`src/rtl/core_meas_router_if.sv`:
```
// Bundles the measurement/LUT sources and the per-core fproc request/response lines.
// The router takes the slave side; the environment or a core cluster drives the master side.
interface core_meas_router_if #(
    parameter int N_CORES = 5,
    parameter int N_MEAS  = N_CORES,
    parameter int ID_W    = 8,
    parameter int DATA_W  = 32
);
    logic [N_MEAS-1:0]         meas;
    logic [N_MEAS-1:0]         meas_valid;
    logic [N_CORES-1:0]        lut_out;
    logic                      lut_ready;
    logic [N_CORES-1:0]        core_enable;
    logic [N_CORES*ID_W-1:0]   core_id;
    logic [N_CORES-1:0]        core_ready;
    logic [N_CORES*DATA_W-1:0] core_data;
    logic [N_CORES-1:0]        core_err;

    modport master (
        output meas, meas_valid, lut_out, lut_ready, core_enable, core_id,
        input  core_ready, core_data, core_err
    );

    modport slave (
        input  meas, meas_valid, lut_out, lut_ready, core_enable, core_id,
        output core_ready, core_data, core_err
    );
endinterface

```
`src/rtl/core_meas_router.sv`:
```
// Per-core fproc response manager: waits on a measurement channel or the LUT and returns a
// registered one-cycle ready pulse. Define CORE_MEAS_STICKY_EN to keep strobes seen while idle.
module core_meas_router #(
    parameter int N_CORES     = 5,
    parameter int N_MEAS      = N_CORES,
    parameter int ID_W        = 8,
    parameter int DATA_W      = 32,
    parameter int TIMEOUT_CYC = 1024
) (
    input  logic              clk,
    input  logic              reset,
    core_meas_router_if.slave bus_if
);
    localparam int CNT_W = (TIMEOUT_CYC > 0) ? $clog2(TIMEOUT_CYC + 1) : 1;
    localparam int CH_W  = (N_MEAS > 1) ? $clog2(N_MEAS) : 1;
    localparam int CH_N  = 2 ** CH_W;
    localparam bit TMO_EN = (TIMEOUT_CYC > 0);
    localparam logic [CNT_W-1:0] TMO_LAST = CNT_W'((TIMEOUT_CYC > 0) ? TIMEOUT_CYC - 1 : 0);
    localparam logic [ID_W:0]    MEAS_LIM = (ID_W + 1)'(N_MEAS);

    typedef enum logic [1:0] {IDLE, WAIT_MEAS, WAIT_LUT, RESP} state_e;

    // Channel vectors padded to a power of two so any CH_W-bit index stays in range.
    logic [CH_N-1:0] mv_pad, m_pad;
    assign mv_pad = CH_N'(bus_if.meas_valid);
    assign m_pad  = CH_N'(bus_if.meas);

`ifdef CORE_MEAS_STICKY_EN
    logic [N_MEAS-1:0] store_q;
    logic [CH_N-1:0]   st_pad;

    always_ff @(posedge clk or posedge reset) begin
        if (reset) store_q <= '0;
        else       store_q <= (store_q & ~bus_if.meas_valid) | (bus_if.meas & bus_if.meas_valid);
    end
    assign st_pad = CH_N'(store_q);
`endif

    logic [N_CORES-1:0]             rdy_all, err_all;
    logic [N_CORES-1:0][DATA_W-1:0] data_all;

    for (genvar i = 0; i < N_CORES; i++) begin : g_core
        state_e           state_q, state_d;
        logic [CH_W-1:0]  ch_q, ch_d;
        logic [CNT_W-1:0] cnt_q, cnt_d;
        logic             rdy_q, rdy_d, res_q, res_d, err_q, err_d;
        logic [ID_W-1:0]  id;
        logic [CH_W-1:0]  id_ch;
        logic             id_meas, id_lut, tmo, stk_hit, stk_val;

        assign id      = bus_if.core_id[i*ID_W +: ID_W];
        assign id_ch   = id[CH_W-1:0];
        assign id_meas = ({1'b0, id} < MEAS_LIM);
        assign id_lut  = &id;
        assign tmo     = TMO_EN && (cnt_q == TMO_LAST);

`ifdef CORE_MEAS_STICKY_EN
        logic [N_MEAS-1:0] stk_q, stk_d;
        logic [CH_N-1:0]   stk_pad, clr;

        assign stk_pad = CH_N'(stk_q);
        assign stk_hit = stk_pad[id_ch];
        assign stk_val = st_pad[id_ch];
        assign clr     = CH_N'(1) << id_ch;

        // An accepted request on a channel consumes its sticky bit, live strobe or not.
        always_comb begin
            stk_d = stk_q;
            if (state_q == IDLE) begin
                stk_d = stk_q | bus_if.meas_valid;
                if (bus_if.core_enable[i] && id_meas) stk_d = stk_d & ~N_MEAS'(clr);
            end
        end

        always_ff @(posedge clk or posedge reset) begin
            if (reset) stk_q <= '0;
            else       stk_q <= stk_d;
        end
`else
        assign stk_hit = 1'b0;
        assign stk_val = 1'b0;
`endif

        always_comb begin
            state_d = state_q;
            ch_d    = ch_q;
            cnt_d   = cnt_q;
            rdy_d   = 1'b0;
            res_d   = 1'b0;
            err_d   = 1'b0;
            unique case (state_q)
                IDLE: if (bus_if.core_enable[i]) begin
                    cnt_d = '0;
                    if (id_meas) begin
                        ch_d = id_ch;
                        if (mv_pad[id_ch]) begin
                            state_d = RESP; rdy_d = 1'b1; res_d = m_pad[id_ch];
                        end else if (stk_hit) begin
                            state_d = RESP; rdy_d = 1'b1; res_d = stk_val;
                        end else begin
                            state_d = WAIT_MEAS;
                        end
                    end else if (id_lut) begin
                        if (bus_if.lut_ready) begin
                            state_d = RESP; rdy_d = 1'b1; res_d = bus_if.lut_out[i];
                        end else begin
                            state_d = WAIT_LUT;
                        end
                    end else begin
                        state_d = RESP; rdy_d = 1'b1; err_d = 1'b1;
                    end
                end
                // A strobe on the last allowed wait cycle takes precedence over the timeout.
                WAIT_MEAS: begin
                    if (mv_pad[ch_q]) begin
                        state_d = RESP; rdy_d = 1'b1; res_d = m_pad[ch_q];
                    end else if (tmo) begin
                        state_d = RESP; rdy_d = 1'b1; err_d = 1'b1;
                    end else if (TMO_EN) begin
                        cnt_d = cnt_q + CNT_W'(1);
                    end
                end
                WAIT_LUT: begin
                    if (bus_if.lut_ready) begin
                        state_d = RESP; rdy_d = 1'b1; res_d = bus_if.lut_out[i];
                    end else if (tmo) begin
                        state_d = RESP; rdy_d = 1'b1; err_d = 1'b1;
                    end else if (TMO_EN) begin
                        cnt_d = cnt_q + CNT_W'(1);
                    end
                end
                RESP:    state_d = IDLE;
                default: state_d = IDLE;
            endcase
        end

        always_ff @(posedge clk or posedge reset) begin
            if (reset) begin
                state_q <= IDLE;
                ch_q    <= '0;
                cnt_q   <= '0;
                rdy_q   <= 1'b0;
                res_q   <= 1'b0;
                err_q   <= 1'b0;
            end else begin
                state_q <= state_d;
                ch_q    <= ch_d;
                cnt_q   <= cnt_d;
                rdy_q   <= rdy_d;
                res_q   <= res_d;
                err_q   <= err_d;
            end
        end

        assign rdy_all[i]  = rdy_q;
        assign err_all[i]  = err_q;
        assign data_all[i] = {{(DATA_W-1){1'b0}}, res_q};
    end

    assign bus_if.core_ready = rdy_all;
    assign bus_if.core_err   = err_all;
    assign bus_if.core_data  = data_all;
endmodule

```
`src/flat_wrapper.sv`:
```
// flat-port wrapper written by rule: the top's interface ports become plain ports
module core_meas_router_flat 
#(
    parameter int N_CORES     = 5,
    parameter int N_MEAS      = N_CORES,
    parameter int ID_W        = 8,
    parameter int DATA_W      = 32,
    parameter int TIMEOUT_CYC = 1024
)
  (clk, reset, bus_if_meas, bus_if_meas_valid, bus_if_lut_out, bus_if_lut_ready, bus_if_core_enable, bus_if_core_id, bus_if_core_ready, bus_if_core_data, bus_if_core_err);
  core_meas_router_if #(.N_CORES(N_CORES), .N_MEAS(N_MEAS), .ID_W(ID_W), .DATA_W(DATA_W)) bus_if_i ();
  input  logic clk;
  input  logic reset;
  input wire logic [$bits(bus_if_i.meas)-1:0] bus_if_meas;
  input wire logic [$bits(bus_if_i.meas_valid)-1:0] bus_if_meas_valid;
  input wire logic [$bits(bus_if_i.lut_out)-1:0] bus_if_lut_out;
  input wire logic [$bits(bus_if_i.lut_ready)-1:0] bus_if_lut_ready;
  input wire logic [$bits(bus_if_i.core_enable)-1:0] bus_if_core_enable;
  input wire logic [$bits(bus_if_i.core_id)-1:0] bus_if_core_id;
  output wire logic [$bits(bus_if_i.core_ready)-1:0] bus_if_core_ready;
  output wire logic [$bits(bus_if_i.core_data)-1:0] bus_if_core_data;
  output wire logic [$bits(bus_if_i.core_err)-1:0] bus_if_core_err;
  assign bus_if_i.meas = bus_if_meas;
  assign bus_if_i.meas_valid = bus_if_meas_valid;
  assign bus_if_i.lut_out = bus_if_lut_out;
  assign bus_if_i.lut_ready = bus_if_lut_ready;
  assign bus_if_i.core_enable = bus_if_core_enable;
  assign bus_if_i.core_id = bus_if_core_id;
  assign bus_if_core_ready = bus_if_i.core_ready;
  assign bus_if_core_data = bus_if_i.core_data;
  assign bus_if_core_err = bus_if_i.core_err;
  core_meas_router #(.N_CORES(N_CORES), .N_MEAS(N_MEAS), .ID_W(ID_W), .DATA_W(DATA_W), .TIMEOUT_CYC(TIMEOUT_CYC)) u_core (.clk(clk), .reset(reset), .bus_if(bus_if_i));
endmodule
```
`config.mk`:
```
export PLATFORM = sky130hd
export DESIGN_NAME = core_meas_router_flat
export DESIGN_NICKNAME = d
export VERILOG_FILES = /design/src/rtl/core_meas_router_if.sv /design/src/rtl/core_meas_router.sv /design/src/flat_wrapper.sv
export SDC_FILE = /design/constraint.sdc
export NUM_CORES = 1
export LEC_CHECK = 0
export CAP_MARGIN = 20
export CORE_MARGIN = 3
export CORE_UTILIZATION = 40
export DETAILED_ROUTE_END_ITERATION = 16
export PLACE_DENSITY_LB_ADDON = 0.15
export SLEW_MARGIN = 15
export SYNTH_ARGS = -nofsm -noshare
export SYNTH_HDL_FRONTEND = slang
export SYNTH_SLANG_ARGS = --single-unit
```
`constraint.sdc`:
```
create_clock -name clk -period 3.8 [get_ports clk]
set_input_delay 0.57 -clock clk [delete_from_list [all_inputs] [get_ports clk]]
set_output_delay 0.57 -clock clk [all_outputs]
set_load 0.03 [all_outputs]
```
==> impl_results.md, run 1 <==
* Outcome: complete, no violations
* Post-Synthesis Cells at ~940
* Number of synthesized flops with an enable pin at 0
* Placed wire-length estimate at 13900 um
* Yosys Warn Count at 0
* Worst r2r src: u_core.g_core[1].state_q[0]
* Min Tclk post-route at 2690 ps
* Hold Path Depth at 1
* Final Slew Violations at 0
* Initial antenna violation count at 0
* Cell mode on critical path: inv_1
* Area leader, netlist: dfrtp_1
* Area growth, synth to finish at 7.77%
* Drt via density at approximately 5.3
* Drt first pass iters at 4
* Grt total ovfl at 0
* DRT antenna net count at 0
* Setup_tns at 0 ps
* Final Hold Viols at 0
* Die area at 21900 um^2
* Clock Sinks at 95
* RSZ-0062 raised after global routing: false
* DR WL/cell at ~15 um
* Synth async-reset ratio at 1.00
* Crit path largest cell delay at around 630 ps
* Capturing point of the worst reg2reg path: u_core.g_core[1].cnt_q[6]
* Ports at 233
* WL final at 18900 um
* Largest net degree at the start of global routing at 54
* Clock slew at reported path FFs at approximately 60 ps
* Row count at 51
* DRC Markers at 0
* Reg2Reg Setup Slack at 1110 ps
* WS Path Type: flip-flop to flip-flop
* Worst Hold Class: flip-flop to flip-flop
* Path depth of the worst reg2reg path at 6
* Starting density of the core at 0.411
* H-tree depth at 3
* Vert. Die Dim at 148 um
* Cts bufs inserted at 9
* Final nets at 1072
* Power per Cell Area at 609 nW/um^2
* Measured slew at the worst slew-check pin at 903 ps
* Ant diodes at 0
* Post-Syn Area per Cell at 8.56 um^2
* Critical path's slowest cell: ha_1
* Max-slew headroom at 0.392
* Worst EP required at 4040 ps
* Startpoint types: flip-flop
* CTS Buffer Depth at 2
* Via count of the first global-routing pass at 5977
* Seq/Total Area, Yosys at 0.295
* Global-route wire length before repair at 30300 um
* DR vias at 6607
* Core Area at 19700 um^2
* Die width at between 100 and 150 um
* Worst-skew pair later-pin latency at about 350 ps
* # fillers at around 2000
* Period utilization at 0.707
* Hold Crit Start: u_core.g_core[1].cnt_q[0]
* Share of layout cells above drive strength 1 at 0.0789
* WHS Endpoint: u_core.g_core[1].cnt_q[0]
* Crit. End Element: flip-flop
* Final setup viols at 0
* Peak VDD IR at between 0.2 and 0.25 mV
* Mapped Area at 8070 um^2
* Area contributors post-synth: dfrtp_1 (29%), buf_4 (16%), ha_1 (3.9%)
* Static Leak at ~3.7 nW
* Iteration-0 DRC Markers at 319
* Critical Path AT at 2920 ps
* Synth cell types at 74
* Root Buffer Master: clkbuf_16
* GRT Total Usage at 0.168
* Critical-path cell list: inv_1 > ha_1 > inv_1 > o41a_1 > and2_1 > a32o_1
* Final Hold Slack at 494 ps
* Post-CTS Setup Bufs at 0
* Yosys top cell area share at 0.295
* Max-cap violations at 0
* Fin Clk Skew at 6.35 ps
* Synth Flop Type: dfrtp_1
* Final GP Congestion at 0.870
* Yosys reg bits at 95
* Fmax at 372 MHz
* Post-CTS sizing at 0
* Hold_buf cts at 0
* CP Max Fanout at 18
* PortBufs at 77
* CTS tree: built
[how the worst max path moves through the flow]
stage / start / endpoint / slack (ps) / cells past startpoint
2_1_floorplan: reset / u_core.g_core[0].ch_q[0] / 750 / 1
3_3_place_gp: bus_if_meas_valid[2] / u_core.g_core[2].cnt_q[9] / 870 / 6
3_5_place_dp: bus_if_meas_valid[2] / u_core.g_core[2].cnt_q[9] / 840 / 6
4_1_cts: u_core.g_core[1].state_q[0] / u_core.g_core[1].cnt_q[6] / 1110 / 6
5_1_grt: u_core.g_core[1].state_q[1] / u_core.g_core[1].cnt_q[9] / 880 / 6
6_report: u_core.g_core[1].state_q[0] / u_core.g_core[1].cnt_q[6] / 1110 / 6
[state kept, by name, indices dropped and copies added (netlist names)]
register	cells
u_core.g_core.ch_q	15
u_core.g_core.cnt_q	55
u_core.g_core.err_q	5
u_core.g_core.rdy_q	5
u_core.g_core.res_q	5
u_core.g_core.state_q	10
[power breakdown]
part           switching (mW)  internal (mW)  leakage [nW]  total, mW
logic                    1.80           1.09          2.33       2.89
registers               0.261           1.27          1.26       1.53
clock network           0.397          0.481         0.129      0.878
total                    2.46           2.84          3.71       5.30
[stage by stage]
stage                     cells   util  setup slack, ps  area [um^2]  total power [mW]
after detailed placement   1238  0.428              844         8420              4.43
after floorplan            1097      -              753         8650              3.88
after global routing       1254  0.442              884         8700              5.76
after CTS                  1254  0.442             1110         8700              5.34
after global placement     1238  0.428              870         8420              4.43
final                      1254  0.442             1110         8700              5.30
[Yosys cell counts (all sizes together), types with 7 or more instances]
cell type,n
a21boi,9
a21oi,24
a31oi,20
a32o,13
and2,7
and3,11
buf,172
clkbuf,40
dfrtp,95
ha,25
inv,34
mux2,23
mux2i,19
mux4,8
nand2,76
nand2b,11
nand3,44
nand3b,9
nand4,24
nor2,46
nor3,19
nor3b,10
o211ai,7
o21ai,52
o311ai,10
o31ai,21
or2,11
or3,8
or4,8
[critical path: cells and delay by family (launching register included)]
family,cells,cell delay [ps]
and+or+nand+nor,1,360
DFF,1,420
AOI/OAI and AO/OA,2,890
buffers and inverters,2,260
adders and majority gates,1,630
[layer usage]
layer / vias up / wire length, um / track usage
met3: 25 / 1070 / 0.0261
met4: 0 / 344 / 0.0610
li1: 3222 / - / -
met1: 3157 / 9000 / 0.242
met5: - / 0 / 0
met2: 203 / 8430 / 0.257
[logic make-up after synthesis]
logic type	synth area share
AO/OA/AOI/OAI	0.190
adder cells (fa/ha/maj)	0.0388
buffers and inverters	0.195
flip-flops	0.295
multiplexers	0.0785
other	0.000465
AND/OR/NAND/NOR	0.203
[cell usage in the layout, fill, tap and decap left out, drive strengths merged, types with 10 or more instances in the layout]
cell type      count
nor2              46
nand3             44
mux2              23
a21oi             24
clkbuf            14
o21ai             52
mux2i             19
dfrtp             95
nand4             24
o311ai            10
nand2             76
inv               34
conb             155
or2               11
clkdlybuf4s50     77
nand2b            11
nor3              19
and3              11
a32o              13
o31ai             21
buf               11
nor3b             10
ha                25
a31oi             20
[layout make-up]
| cell class | instances | area, um^2 | share of cell area |
|---|---|---|---|
| Clock buffer | 14 | 264 | 0.0304 |
| Tap cell | 265 | 332 | 0.0381 |
| Inverter | 35 | 134 | 0.0154 |
| Timing Repair Buffer | 88 | 878 | 0.101 |
| Multi-Input combinational cell | 755 | 4700 | 0.540 |
| Clock inverter | 2 | 15.0 | 0.00173 |
| Sequential cell | 95 | 2380 | 0.273 |
Note: power is estimated with default switching activity, not from simulation.
==> inputs of run 2 (changes only) <==
clock period = 2.5 ns   (was 3.8 ns; I/O delays follow)
==> impl_results.md, run 2 (synthesized netlist as in run 1, its figures left out) <==
* Outcome: complete, no violations
* Iteration-0 DRC Markers at 342
* Final core occ at 0.463
* Max-cap violations at 0
* Global-route wire length before repair at 31100 um
* Peak VDD IR at 0.421 mV
* Die area at 21900 um^2
* Via count of the first global-routing pass at around 6000
* Critical Path AT at 2480 ps
* CTS tree: built
* Initial antenna violation count at 0
* Cts bufs inserted at 9
* Clock group share of total power at 0.170
* DR WL/cell at 14.9 um
* Fmax at 449 MHz
* Most frequent cells in the layout: conb_1 (155), dfrtp_1 (95), clkdlybuf4s50_1 (77)
* Period utilization at 0.891
* DRT antenna net count at 0
* Core Area at 19700 um^2
* Min Tclk post-route at 2230 ps
* Final Hold Viols at 0
* DRC Markers at 0
* Die width at 148 um
* Ant diodes at 0
* Fin Clk Skew at 5.05 ps
* CP Max Fanout at 6
* NetSw at 3.81 mW
* Top Registers: u_core.g_core.cnt_q (55), u_core.g_core.ch_q (15), u_core.g_core.state_q (10)
* PortBufs at 77
* Measured slew at the worst slew-check pin at 582 ps
* Ports at between 200 and 250
* Placed wire-length estimate at around 15000 um
* RSZ-0062 raised after global routing: false
* Sequential share of power at 0.276
* Post-CTS Setup Bufs at 0
* Worst Hold Class: input port to asynchronous set/reset pin
* WS Path Type: flip-flop to flip-flop
* DR vias at 6720
* H-tree depth at 3
* Hold_buf cts at 0
* WL final at 19300 um
* Combinational Power Share at 0.554
* Final setup viols at 0
* GRT Total Usage at 0.172
* Internal Power at 4.62 mW
* Post-CTS sizing at 0
* Final Slew Violations at 0
* Starting density of the core at 0.411
* Vert. Die Dim at about 150 um
* Max-slew headroom at 0.611
* Final nets at 1120
* Final GP Congestion at 0.871
* Static Leak at 3.97 nW
* Drt via density at 5.17
* Clock slew at reported path FFs at 70 ps
* Root Buffer Master: clkbuf_16
* Largest net degree at the start of global routing at 39
* Most common cell after layout, fill and taps aside: conb_1
* Row count at a little over 50
* Sw Share at 0.452
* Area growth, synth to finish at 12.8%
* Grt total ovfl at 0
* Final Hold Slack at 436 ps
* Top reg by flops: u_core.g_core.cnt_q
* Worst-skew pair later-pin latency at about 350 ps
* Max FFs per register at 55
* Crit. End Element: flip-flop
* Startpoint types: flip-flop
* CTS Buffer Depth at 2
* Share of layout cells above drive strength 1 at 0.123
* Drt first pass iters at 4
* # fillers at 1935
* Worst EP required at around 2800 ps
* Clock Sinks at 95
* Power per Cell Area at about 930 nW/um^2
## run 2: cell count changes in the layout (fill, tap and decap cells not counted)
cell / before / now
buf_12: 2 / 4
clkbuf_1: 3 / 1
buf_4: 9 / 55
bufinv_16: 0 / 1
clkinv_2: 0 / 1
inv_4: 1 / 0
## run 2: worst paths after layout
kind | from | endpoint | slack (ps) | cells after the start
min in group clk | u_core.g_core[1].cnt_q[0] | u_core.g_core[1].cnt_q[0] | 500 | 1
max reg2reg | u_core.g_core[2].state_q[1] | u_core.g_core[2].cnt_q[9] | 270 | 7
min reg2reg | u_core.g_core[1].cnt_q[0] | u_core.g_core[1].cnt_q[0] | 500 | 1
min | reset | u_core.g_core[3].err_q | 440 | 2
max | u_core.g_core[2].state_q[1] | u_core.g_core[2].cnt_q[9] | 270 | 7
max in group asynchronous | reset | u_core.g_core[4].ch_q[0] | 1480 | 3
## run 2: final cells by class
| class | instances | area, um^2 | share of cell area |
|---|---|---|---|
| timing repair buffer | 136 | 1260 | 0.139 |
| multi-input combinational | 755 | 4700 | 0.516 |
| clock inverter | 3 | 42.5 | 0.00467 |
| sequential | 95 | 2380 | 0.261 |
| tap | 265 | 332 | 0.0364 |
| inverter | 35 | 135 | 0.0148 |
| clock buffer | 12 | 256 | 0.0282 |
## run 2: routing by layer
layer | up-vias | wire length, um | GRT usage
met3 | 12 | 1030 | 0.0343
met1 | 3203 | 8990 | 0.237
met4 | 0 | 241 | 0.0397
met2 | 203 | 9060 | 0.281
li1 | 3302 | - | -
met5 | - | 0 | 0
## run 2: critical path, cell delays in order, from the launching register on
cell     delay, ps
dfrtp_1        430
inv_1          100
ha_1           250
nor3_1          70
a221o_1        290
a31o_2         230
or3_1          440
o41ai_2        330
## run 2: power by group through the flow
stage | Combinational [mW] | Sequential, mW | Clock, mW
2_1_floorplan | 3.68 | 2.23 | 0
3_3_place_gp | 4.63 | 2.34 | 0
3_5_place_dp | 4.65 | 2.35 | 0
4_1_cts | 4.68 | 2.32 | 1.48
5_1_grt | 5.17 | 2.39 | 1.54
6_report | 4.67 | 2.32 | 1.43
## run 2: stage by stage
stage	instance area (um^2)	std cells	setup TNS [ps]	power [mW]	setup WS [ps]
global route	9100	1301	0	9.09	137
finish	9100	1301	0	8.43	272
detailed placement	8800	1286	-600	7.00	-72.9
global placement	8800	1286	-298	6.98	-42.1
floorplan	8650	1097	0	5.90	145
CTS	9100	1301	0	8.48	266
